[src/rtl/regfile_ctrl.sv]
// Register-file controller: accepts 16-bit instructions, drives 8x8 register file read/write ports.
// Optional ALU status flags are enabled by defining REGFILE_CTRL_FLAGS_EN.
module regfile_ctrl (
   input  logic        i_clk,
   input  logic        i_reset_n,
   input  logic        i_instr_valid,
   input  logic [15:0] i_instr,
   output logic        o_instr_ready,
   output logic [2:0]  o_sa,
   output logic [2:0]  o_sb,
   input  logic [7:0]  i_data_a,
   input  logic [7:0]  i_data_b,
   output logic [2:0]  o_dr,
   output logic        o_ld,
   output logic [7:0]  o_d_out,
   output logic        o_done,
   output logic        o_carry,
   output logic        o_zero
);

   typedef enum logic [1:0] {S_IDLE, S_EXEC, S_WB, S_CLR} state_t;

   localparam logic [2:0] OP_NOP = 3'd0;
   localparam logic [2:0] OP_MOV = 3'd1;
   localparam logic [2:0] OP_ADD = 3'd2;
   localparam logic [2:0] OP_SUB = 3'd3;
   localparam logic [2:0] OP_AND = 3'd4;
   localparam logic [2:0] OP_OR  = 3'd5;
   localparam logic [2:0] OP_LDI = 3'd6;
   localparam logic [2:0] OP_CLR = 3'd7;

   state_t      r_state;
   logic [2:0]  r_op;
   logic [7:0]  r_imm;
   logic [2:0]  r_cnt;
   logic        r_ready;
   logic [2:0]  r_sa;
   logic [2:0]  r_sb;
   logic [2:0]  r_dr;
   logic        r_ld;
   logic [7:0]  r_d_out;
   logic        r_done;
   logic [7:0]  w_result;

   always_comb begin
      w_result = 8'h00;
      case (r_op)
         OP_MOV:  w_result = i_data_a;
         OP_ADD:  w_result = i_data_a + i_data_b;
         OP_SUB:  w_result = i_data_a - i_data_b;
         OP_AND:  w_result = i_data_a & i_data_b;
         OP_OR:   w_result = i_data_a | i_data_b;
         OP_LDI:  w_result = r_imm;
         default: w_result = 8'h00;
      endcase
   end

`ifdef REGFILE_CTRL_FLAGS_EN
   logic r_carry;
   logic r_zero;
   logic w_carry;
   logic w_flag_op;

   // A modulo-256 sum smaller than an addend means the add wrapped.
   always_comb begin
      w_carry   = 1'b0;
      w_flag_op = 1'b0;
      case (r_op)
         OP_ADD:  begin w_carry = (w_result < i_data_a); w_flag_op = 1'b1; end
         OP_SUB:  begin w_carry = (i_data_a < i_data_b); w_flag_op = 1'b1; end
         OP_AND:  w_flag_op = 1'b1;
         OP_OR:   w_flag_op = 1'b1;
         default: w_flag_op = 1'b0;
      endcase
   end

   assign o_carry = r_carry;
   assign o_zero  = r_zero;
`else
   assign o_carry = 1'b0;
   assign o_zero  = 1'b0;
`endif

   always_ff @(posedge i_clk or negedge i_reset_n) begin
      if (!i_reset_n) begin
         r_state <= S_IDLE;
         r_op    <= OP_NOP;
         r_imm   <= 8'h00;
         r_cnt   <= 3'd0;
         r_ready <= 1'b0;
         r_sa    <= 3'd0;
         r_sb    <= 3'd0;
         r_dr    <= 3'd0;
         r_ld    <= 1'b0;
         r_d_out <= 8'h00;
         r_done  <= 1'b0;
`ifdef REGFILE_CTRL_FLAGS_EN
         r_carry <= 1'b0;
         r_zero  <= 1'b0;
`endif
      end else begin
         case (r_state)
            S_IDLE: begin
               r_ld   <= 1'b0;
               r_done <= 1'b0;
               if (r_ready && i_instr_valid) begin
                  r_ready <= 1'b0;
                  r_op    <= i_instr[15:13];
                  r_imm   <= i_instr[7:0];
                  r_sa    <= i_instr[9:7];
                  r_sb    <= i_instr[6:4];
                  // CLR writes its first register in the very next cycle.
                  if (i_instr[15:13] == OP_CLR) begin
                     r_state <= S_CLR;
                     r_cnt   <= 3'd0;
                     r_dr    <= 3'd0;
                     r_d_out <= 8'h00;
                     r_ld    <= 1'b1;
                  end else begin
                     r_state <= S_EXEC;
                     r_dr    <= i_instr[12:10];
                  end
               end else begin
                  r_ready <= 1'b1;
               end
            end
            S_EXEC: begin
               if (r_op != OP_NOP) r_d_out <= w_result;
               r_ld    <= (r_op != OP_NOP);
               r_done  <= 1'b1;
               r_state <= S_WB;
`ifdef REGFILE_CTRL_FLAGS_EN
               if (w_flag_op) begin
                  r_carry <= w_carry;
                  r_zero  <= (w_result == 8'h00);
               end
`endif
            end
            S_WB: begin
               r_ld    <= 1'b0;
               r_done  <= 1'b0;
               r_ready <= 1'b1;
               r_state <= S_IDLE;
            end
            S_CLR: begin
               if (r_cnt == 3'd7) begin
                  r_ld    <= 1'b0;
                  r_done  <= 1'b0;
                  r_ready <= 1'b1;
                  r_state <= S_IDLE;
               end else begin
                  r_cnt  <= r_cnt + 3'd1;
                  r_dr   <= r_cnt + 3'd1;
                  r_done <= (r_cnt == 3'd6);
               end
            end
            default: r_state <= S_IDLE;
         endcase
      end
   end

   assign o_instr_ready = r_ready;
   assign o_sa          = r_sa;
   assign o_sb          = r_sb;
   assign o_dr          = r_dr;
   assign o_ld          = r_ld;
   assign o_d_out       = r_d_out;
   assign o_done        = r_done;

endmodule

[config.mk]
export PLATFORM = sky130hd
export DESIGN_NAME = regfile_ctrl
export DESIGN_NICKNAME = d
export VERILOG_FILES = /design/src/rtl/regfile_ctrl.sv
export SDC_FILE = /design/constraint.sdc
export NUM_CORES = 1
export LEC_CHECK = 0
export ABC_AREA = 1
export BUFFER_PORTS_ARGS = -buffer_cell sky130_fd_sc_hd__buf_2
export CORE_MARGIN = 2
export CORE_UTILIZATION = 54
export CTS_CLUSTER_DIAMETER = 80
export DETAILED_ROUTE_END_ITERATION = 10
export PLACE_DENSITY = 0.81
export SKIP_LAST_GASP = 1
export SYNTH_ARGS = -nofsm -noshare
export SYNTH_HDL_FRONTEND = slang
export SYNTH_SLANG_ARGS = --single-unit
[constraint.sdc]
create_clock -name i_clk -period 4 [get_ports i_clk]
set_clock_uncertainty 0.1 [all_clocks]
set_input_delay 0.8 -clock i_clk [delete_from_list [all_inputs] [get_ports i_clk]]
set_output_delay 0.8 -clock i_clk [all_outputs]
set_load 0.1 [all_outputs]
# After elaboration in Yosys (flattened, before gate mapping)
# Cells that the tools add are included.
# op_classes
n_addsub,3
mul,0
div_mod_pow,0
order_cmp,0
eq_ne,17
n_shift,0
muxes,25
bitwise,2
n_reduce_logical,13
# op_table
op,n
$pmux W8 S6,1
$mux W8,3
$eq A3 B3 Y1 const B,6
$pmux W8 S2,1
$mux W3,5
$pmux W3 S2,2
$ne A2 B2 Y1 const B,5
$add A8 B8 Y8,1
$and A8 B8 Y8,1
$or A8 B8 Y8,1
$pmux W2 S4,1
$reduce_and A4 Y1,2
$sub A8 B8 Y8,1
$eq A3 B2 Y1 const B,2
$mux W1,6
$mux W2,3
$pmux W1 S3,2
$reduce_and A2 Y1,3
$reduce_bool A3 Y1,2
$eq A2 B2 Y1 const B,2
$pmux W1 S4,1
$reduce_bool A2 Y1,2
$add A3 B1 Y3 const B,1
$eq A3 B1 Y1 const B,1
5 further kinds,5
# word_totals
regBits,36
latch_bits,0
ramBits,0
romBits,0
in_bits,35
output_inout_bits,22
wordCells,71
memories,0

# Depth between registers and ports, before layout
# Gate-level depths: netlist (run 1).
# depth
word_depth,4
ltp_mapped,18
ltp_nobuf,18

# Worst setup path before layout (run 1)
# OpenSTA, ideal clock, no wires.
# synth_timing
path_type,input -> register
from,input i_data_b[0]
to,register r_d_out[7] (netlist: o_d_out[7])
setup_ps,120
arrival_ps,2468
required_ps,3780
slack_ps,1312
cell_stages,17
n_path_buf,0
cell_sequence,inv_1 > ha_1 > inv_1 > nor3_1 > or2_2 > xor2_1 > ha_1 > nand2_1 > nand2_1 > nand2_1 > nand2_1 > a21oi_1 > nand3_1 > nand3_1 > nand2_1 > nand2_1 > nand2_1
# synth_between
elab_chain_cells,4
word_cells_on_any_way,5
cone_classes,2 x add/sub; 3 x mux
# synth_lines
element,line,source
from (decl),12,"input logic [7:0] i_data_b,"
$sub A8 B8 Y8 or $add A8 B8 Y8 (tied branches),"50, 49",
$pmux W8 S6 *,47,case (r_op)
$mux W8 *,128,if (r_op != OP_NOP) r_d_out <= w_result;
$pmux W8 S2 *,102,case (r_state)
to (signal assigned),128,
to (decl),41,logic [7:0] r_d_out;
# Mark *: on every way between the ends. The rest lies on a longest branch, timed or not. The select of a mux whose other input is x is not followed.
# A chain may end at the register's enable or synchronous reset.

# Final worst setup path (run 1)
# Same ends and word-level chain as after synthesis.

==> impl_metrics.py, run 1 <==
metrics = {
    "synth": {
        "synth-seq-area-share": 0.369,
        "yosysWarnings": 0,
        "ys_seq_elements": 32,
        "syn_inst": 303,
        "synth_area_um2": 2170,
        "ys_types": 31,
        "syn_avg_cell_area_um2": 7.16,
    },
    "floorplan": {
        "die_area_um2": 4540,
        "die_w_um": 67.4,
        "coreArea_um2": 3940,
        "rows": 23,
        "io_pins": 57,
        "floorplan.initialDensity": 0.550,
        "die_h_um": 67.4,
    },
    "detailed_routing": {
        "wl_per_cell_um": 12.4,
        "wirelength_um": 5040,
        "vias_per_cell": 5.13,
        "wl_met2_um": 2230,
        "vias": 2082,
        "drt-pass1-iter-count": 4,
        "met3_length_um": 330,
        "first_iter_violations": 93,
        "remaining_drc_errors": 0,
        "ant_nets": 0,
        "drt-met1-wl_um": 2330,
        "routed.top_layer": "met4",
    },
    "clocking": {
        "cts_resized": 0,
        "postCtsHoldBufs": 0,
        "insertion_delay_ns": 0.28,
        "clock-sinks": 32,
        "cts_tree": "done",
        "htreeDepth": 2,
        "cts_buffer_depth": 2,
        "numCtsBuffers": 5,
        "cts_root_buffer": "clkbuf_8",
        "postCtsSetupBuffers": 0,
        "path_clk_slew_ns": 0.06,
    },
    "power_and_ir_drop": {
        "p_per_area_nw_per_um2": 934,
        "power.total_mw": 2.37,
        "ir_worst_vdd_v": 0.000542,
        "p_leak_nw": 1.45,
    },
    "sta": {
        "rsz0062_at_grt": "false",
        "hold_violations": 0,
        "period_needed_ns": 2.72,
        "worstMarginPinSlew_ns": 0.697,
        "finalSetupViolCount": 0,
        "slew_headroom": 0.535,
        "hold_slack_ns": 0.374,
        "fmax_ghz": 0.368,
        "post-route-period-util": 0.680,
        "setup-tns-final_ns": 0,
        "slew_violations": 0,
    },
    "cells_and_area": {
        "nets": 405,
        "fillers": 364,
        "drive_above_1_share": 0.219,
        "antennaDiodeCount": 0,
        "layout.cells.non_filler": 406,
        "area_growth_pct": 17.0,
    },
    "placed_design": {
        "gp_congestion": 0.902,
        "dp.cells": 399,
        "dpl.hpwl_um": 3930,
        "io_buffers": 54,
    },
    "grt": {
        "grt_pass1_vias": 1879,
        "grt_max_degree": 33,
        "track_usage": 0.242,
        "antenna_found_initial": 0,
        "grt_overflow": 0,
        "grt_pass1_wl_um": 8160,
    },
    "critical_path": {
        "crit_type": "primary input to flop",
        "cp_data_arrival_time_ns": 2.79,
        "endpoint_kind": "flop",
        "crit_required_ns": 4.08,
        "crit_fanout": 5,
        "critPathLaunchType": "primary input",
    },
    "job": {
        "cap_violations": 0,
    },
    "hold_path": {
        "hold_path_class": "flop to flop",
    },
    "status": {
        "status": "complete, no violations",
    },
}
-- cells in the final DEF, fill, tap and decap left out, types with 4 or more instances in the layout --
master	netlist	final
nand2_1	112	112
buf_2	1	54
dfrtp_1	32	32
inv_1	31	31
nand3_1	20	20
o21ai_0	18	18
nor2_1	15	15
a21oi_1	13	13
ha_1	13	13
clkbuf_8	0	7
inv_2	5	5
or2_2	4	4
-- metal layers --
layer | track usage | vias to the layer above
met5 | 0 | -
met1 | 0.315 | 917
met4 | 0.117 | 0
met2 | 0.385 | 88
met3 | 0.0517 | 18
li1 | - | 1059
-- path summary, 6_finish.rpt --
kind | from | end | slack, ns | depth (start not counted)
worst min register to register | o_d_out[5] | o_d_out[5] | 0.37 | 2
worst max register to register | r_op[2] | o_d_out[7] | 1.35 | 16
worst max-delay path | i_data_b[0] | o_d_out[7] | 1.28 | 18
min in group asynchronous | i_reset_n | o_d_out[5] | 0.46 | 1
max in group asynchronous | i_reset_n | r_imm[3] | 2.89 | 1
worst min-delay path | o_d_out[5] | o_d_out[5] | 0.37 | 2
-- per-stage QoR --
stage / worst slack [ns] / area [µm²] / util
after detailed placement: 1.00 / 2440 / 0.619
after CTS: 1.30 / 2540 / 0.644
after floorplan: 1.31 / 2170 / -
after global routing: 1.09 / 2540 / 0.644
final: 1.28 / 2540 / 0.644
after global placement: 1.11 / 2440 / 0.619
-- power by group --
group,switching (mW),internal [mW]
registers,0.120,0.478
logic,1.18,0.323
clock network,0.115,0.153
-- critical path, cell delays in order --
cell and delay [ns]:
buf_2 0.10, inv_1 0.07, ha_1 0.19, inv_1 0.07, nor3_1 0.05, or2_2 0.28, xor2_1 0.15, ha_1 0.34
nand2_1 0.14, nand2_1 0.06, nand2_1 0.08, nand2_1 0.05, a21oi_1 0.11, nand3_1 0.08, nand3_1 0.07, nand2_1 0.05
nand2_1 0.06, nand2_1 0.05
-- state kept, by name (all words and copies together), names as in the netlist --
register       count
o_d_out            8
o_done             1
o_sa               3
r_imm              7
o_dr               3
r_state            2
o_ld               1
o_instr_ready      1
r_op               3
r_cnt              3
-- synthesized netlist by cell type, drive strengths merged --
library cell,count,share of area
nand2,115,0.20
inv,36,0.062
dfrtp,32,0.37
nand3,21,0.051
o21ai,21,0.048
nor2,18,0.042
a21oi,13,0.030
ha,13,0.075
buf,8,0.028
nor3,4,0.014
or2,4,0.012
a31oi,3,0.0087
xor2,3,0.012
o2111ai,2,0.0081
xnor2,2,0.0081
a211oi,1,0.0035
a21boi,1,0.0035
clkbuf,1,0.0017
conb,1,0.0017
fa,1,0.0092
nand3b,1,0.0035
nand4,1,0.0029
o21a,1,0.0035
-- area by class of cell --
cell class / instances / area (µm²) / share of cell area
Sequential cell: 32 / 801 / 0.316
Tap cell: 50 / 62.6 / 0.0247
Multi-Input combinational cell: 227 / 1170 / 0.462
Timing Repair Buffer: 54 / 270 / 0.107
Clock buffer: 7 / 96.3 / 0.0380
Inverter: 36 / 135 / 0.0533
-- kinds of logic after synthesis --
logic type	Yosys count	synth area share
AND/OR/NAND/NOR	164	0.327
buffers and inverters	45	0.0923
AO/OA/AOI/OAI	42	0.106
flip-flops	32	0.369
adder cells (fa/ha/maj)	14	0.0842
XOR/XNOR	5	0.0202
other	1	0.00173
(Power assumes the default switching activity.)
==> run 2, diff against run 1 <==
--- a/config.mk
+++ b/config.mk
@@ -8,10 +8,10 @@
 export ABC_AREA = 1
 export BUFFER_PORTS_ARGS = -buffer_cell sky130_fd_sc_hd__buf_2
 export CORE_MARGIN = 2
-export CORE_UTILIZATION = 54
+export CORE_UTILIZATION = 53
 export CTS_CLUSTER_DIAMETER = 80
 export DETAILED_ROUTE_END_ITERATION = 10
-export PLACE_DENSITY = 0.81
+export PLACE_DENSITY = 0.8
 export SKIP_LAST_GASP = 1
 export SYNTH_ARGS = -nofsm -noshare
 export SYNTH_HDL_FRONTEND = slang
==> constraint.sdc (replaced) <==
create_clock -name i_clk -period 2.85 [get_ports i_clk]
set_clock_uncertainty 0.1 [all_clocks]
set_input_delay 0.57 -clock i_clk [delete_from_list [all_inputs] [get_ports i_clk]]
set_output_delay 0.57 -clock i_clk [all_outputs]
set_load 0.1 [all_outputs]
==> run 2 against run 1 <==
Net effect:
- die area increased by 1.8%
- final area rose by 1.5%
- sequential share of layout area down 0.46 points
- cell count is 0.49% higher
- non-clock buffer count rose by 1
- register-to-register slack got worse by 1.1 ns
- utilization is 0.48 points higher
- critical path type is now flop to flop
==> impl_metrics.py, run 2 (synthesis results as in run 1) <==
metrics = {
    "clocking": {
        "cts_resized": 0,
        "numCtsBuffers": 5,
        "htreeDepth": 2,
        "cts_root_buffer": "clkbuf_8",
        "postCtsSetupBuffers": 0,
        "cts_buffer_depth": 2,
        "postCtsHoldBufs": 0,
        "insertion_delay_ns": 0.28,
        "path_clk_slew_ns": 0.07,
        "clock-sinks": 32,
        "cts_tree": "done",
    },
    "grt": {
        "track_usage": 0.244,
        "grt_max_degree": 33,
        "grt_pass1_vias": 1908,
        "antenna_found_initial": 0,
        "grt_overflow": 0,
        "grt_pass1_wl_um": 8420,
    },
    "detailed_routing": {
        "routed.top_layer": "met4",
        "vias_per_cell": 5.16,
        "drt-met1-wl_um": 2290,
        "met3_length_um": 297,
        "wirelength_um": 5150,
        "drt-pass1-iter-count": 5,
        "ant_nets": 0,
        "first_iter_violations": 151,
        "wl_met2_um": 2470,
        "vias": 2106,
        "remaining_drc_errors": 0,
        "wl_per_cell_um": 12.6,
    },
    "cells_and_area": {
        "utilization": 0.648,
        "mostFrequentLayoutCell": "nand2_1",
        "antennaDiodeCount": 0,
        "area_growth_pct": 18.7,
        "largest_reg_flops": 8,
        "nets": 406,
        "layout.cells.non_filler": 408,
        "drive_above_1_share": 0.223,
        "mostFrequentLayoutCells": "112 x nand2_1, 54 x buf_2, 32 x dfrtp_1",
    },
    "sta": {
        "setup-tns-final_ns": 0,
        "setup_ws_ns": 0.233,
        "period_needed_ns": 2.62,
        "finalSetupViolCount": 0,
        "slew_violations": 0,
        "slew_headroom": 0.531,
        "worstMarginPinSlew_ns": 0.704,
        "hold_violations": 0,
        "rsz0062_at_grt": "false",
        "fmax_ghz": 0.382,
        "post-route-period-util": 0.918,
    },
    "floorplan": {
        "io_pins": 57,
        "rows": 23,
        "die_area_um2": 4620,
        "die_w_um": 68.0,
        "floorplan.initialDensity": 0.546,
        "coreArea_um2": 3970,
        "die_h_um": 68.0,
    },
    "status": {
        "status": "complete, no violations",
    },
    "critical_path": {
        "cp_data_arrival_time_ns": 2.70,
        "critPathLaunchType": "flop",
        "r2r.worst_path.cells": 16,
        "crit_fanout": 8,
        "crit_required_ns": 2.93,
        "crit_type": "flop to flop",
        "endpoint_kind": "flop",
    },
    "placed_design": {
        "dpl.hpwl_um": 4070,
        "pre_cts_slack_ns": 0.140,
        "io_buffers": 54,
        "dp.cells": 400,
        "gp_congestion": 0.889,
    },
    "job": {
        "cap_violations": 0,
    },
    "hold_path": {
        "hold_path_class": "primary input to asynchronous set/reset pin",
    },
}
-- run 2: changes by cell type in the layout (fill, tap and decap cells not counted) --
| cell | change |
|---|---|
| buf_4 | +1 |
| bufinv_16 | +1 |
| o21ai_0 | -1 |
| o21ai_1 | +1 |
-- run 2: critical path, stage by stage (launching register included) --
cell	delay [ns]
dfrtp_1	0.55
inv_2	0.13
nand3_2	0.15
inv_1	0.10
or2_2	0.31
xor2_1	0.15
ha_1	0.33
nand2_1	0.12
nand2_1	0.06
nand2_1	0.08
nand2_1	0.05
a21oi_1	0.12
nand3_1	0.08
nand3_1	0.07
nand2_1	0.05
nand2_1	0.05
nand2_1	0.04
-- run 2: worst paths after layout --
kind,to,slack [ns],from
worst max register to register,o_d_out[7],0.23,r_op[2]
worst min register to register,o_d_out[4],0.38,o_d_out[4]
worst max-delay path,o_d_out[7],0.23,r_op[2]
min in group i_clk,o_sa[2],0.38,i_instr[9]
max in group asynchronous,r_imm[3],1.96,i_reset_n
worst min-delay path,o_done,0.23,i_reset_n
-- run 2: final cells by class --
class                           instances  area, µm²
Clock buffer                            7       96.3
Clock inverter                          1       30.0
Fill cell                             358       1400
Inverter                               36        135
Multi-Input combinational cell        227       1170
Sequential cell                        32        801
Tap cell                               50       62.6
Timing Repair Buffer                   55        278
-- run 2: routing by layer --
| metal | track usage | vias to the layer above |
|---|---|---|
| li1 | - | 1066 |
| met1 | 0.321 | 962 |
| met2 | 0.399 | 68 |
| met3 | 0.0559 | 10 |
| met4 | 0.0775 | 0 |
| met5 | 0 | - |
-- run 2: per-stage QoR --
stage                     hold WS [ns]  instance area, µm²
final                            0.228                2570
after global routing             0.273                2570
after CTS                        0.249                2570
after detailed placement         0.365                2450
after global placement           0.360                2450
after floorplan                  0.174                2170
Power of run 2 is left out: the tool's default activity adds up to more than one toggle a clock period on the data nets, which glitch-free logic cannot reach.
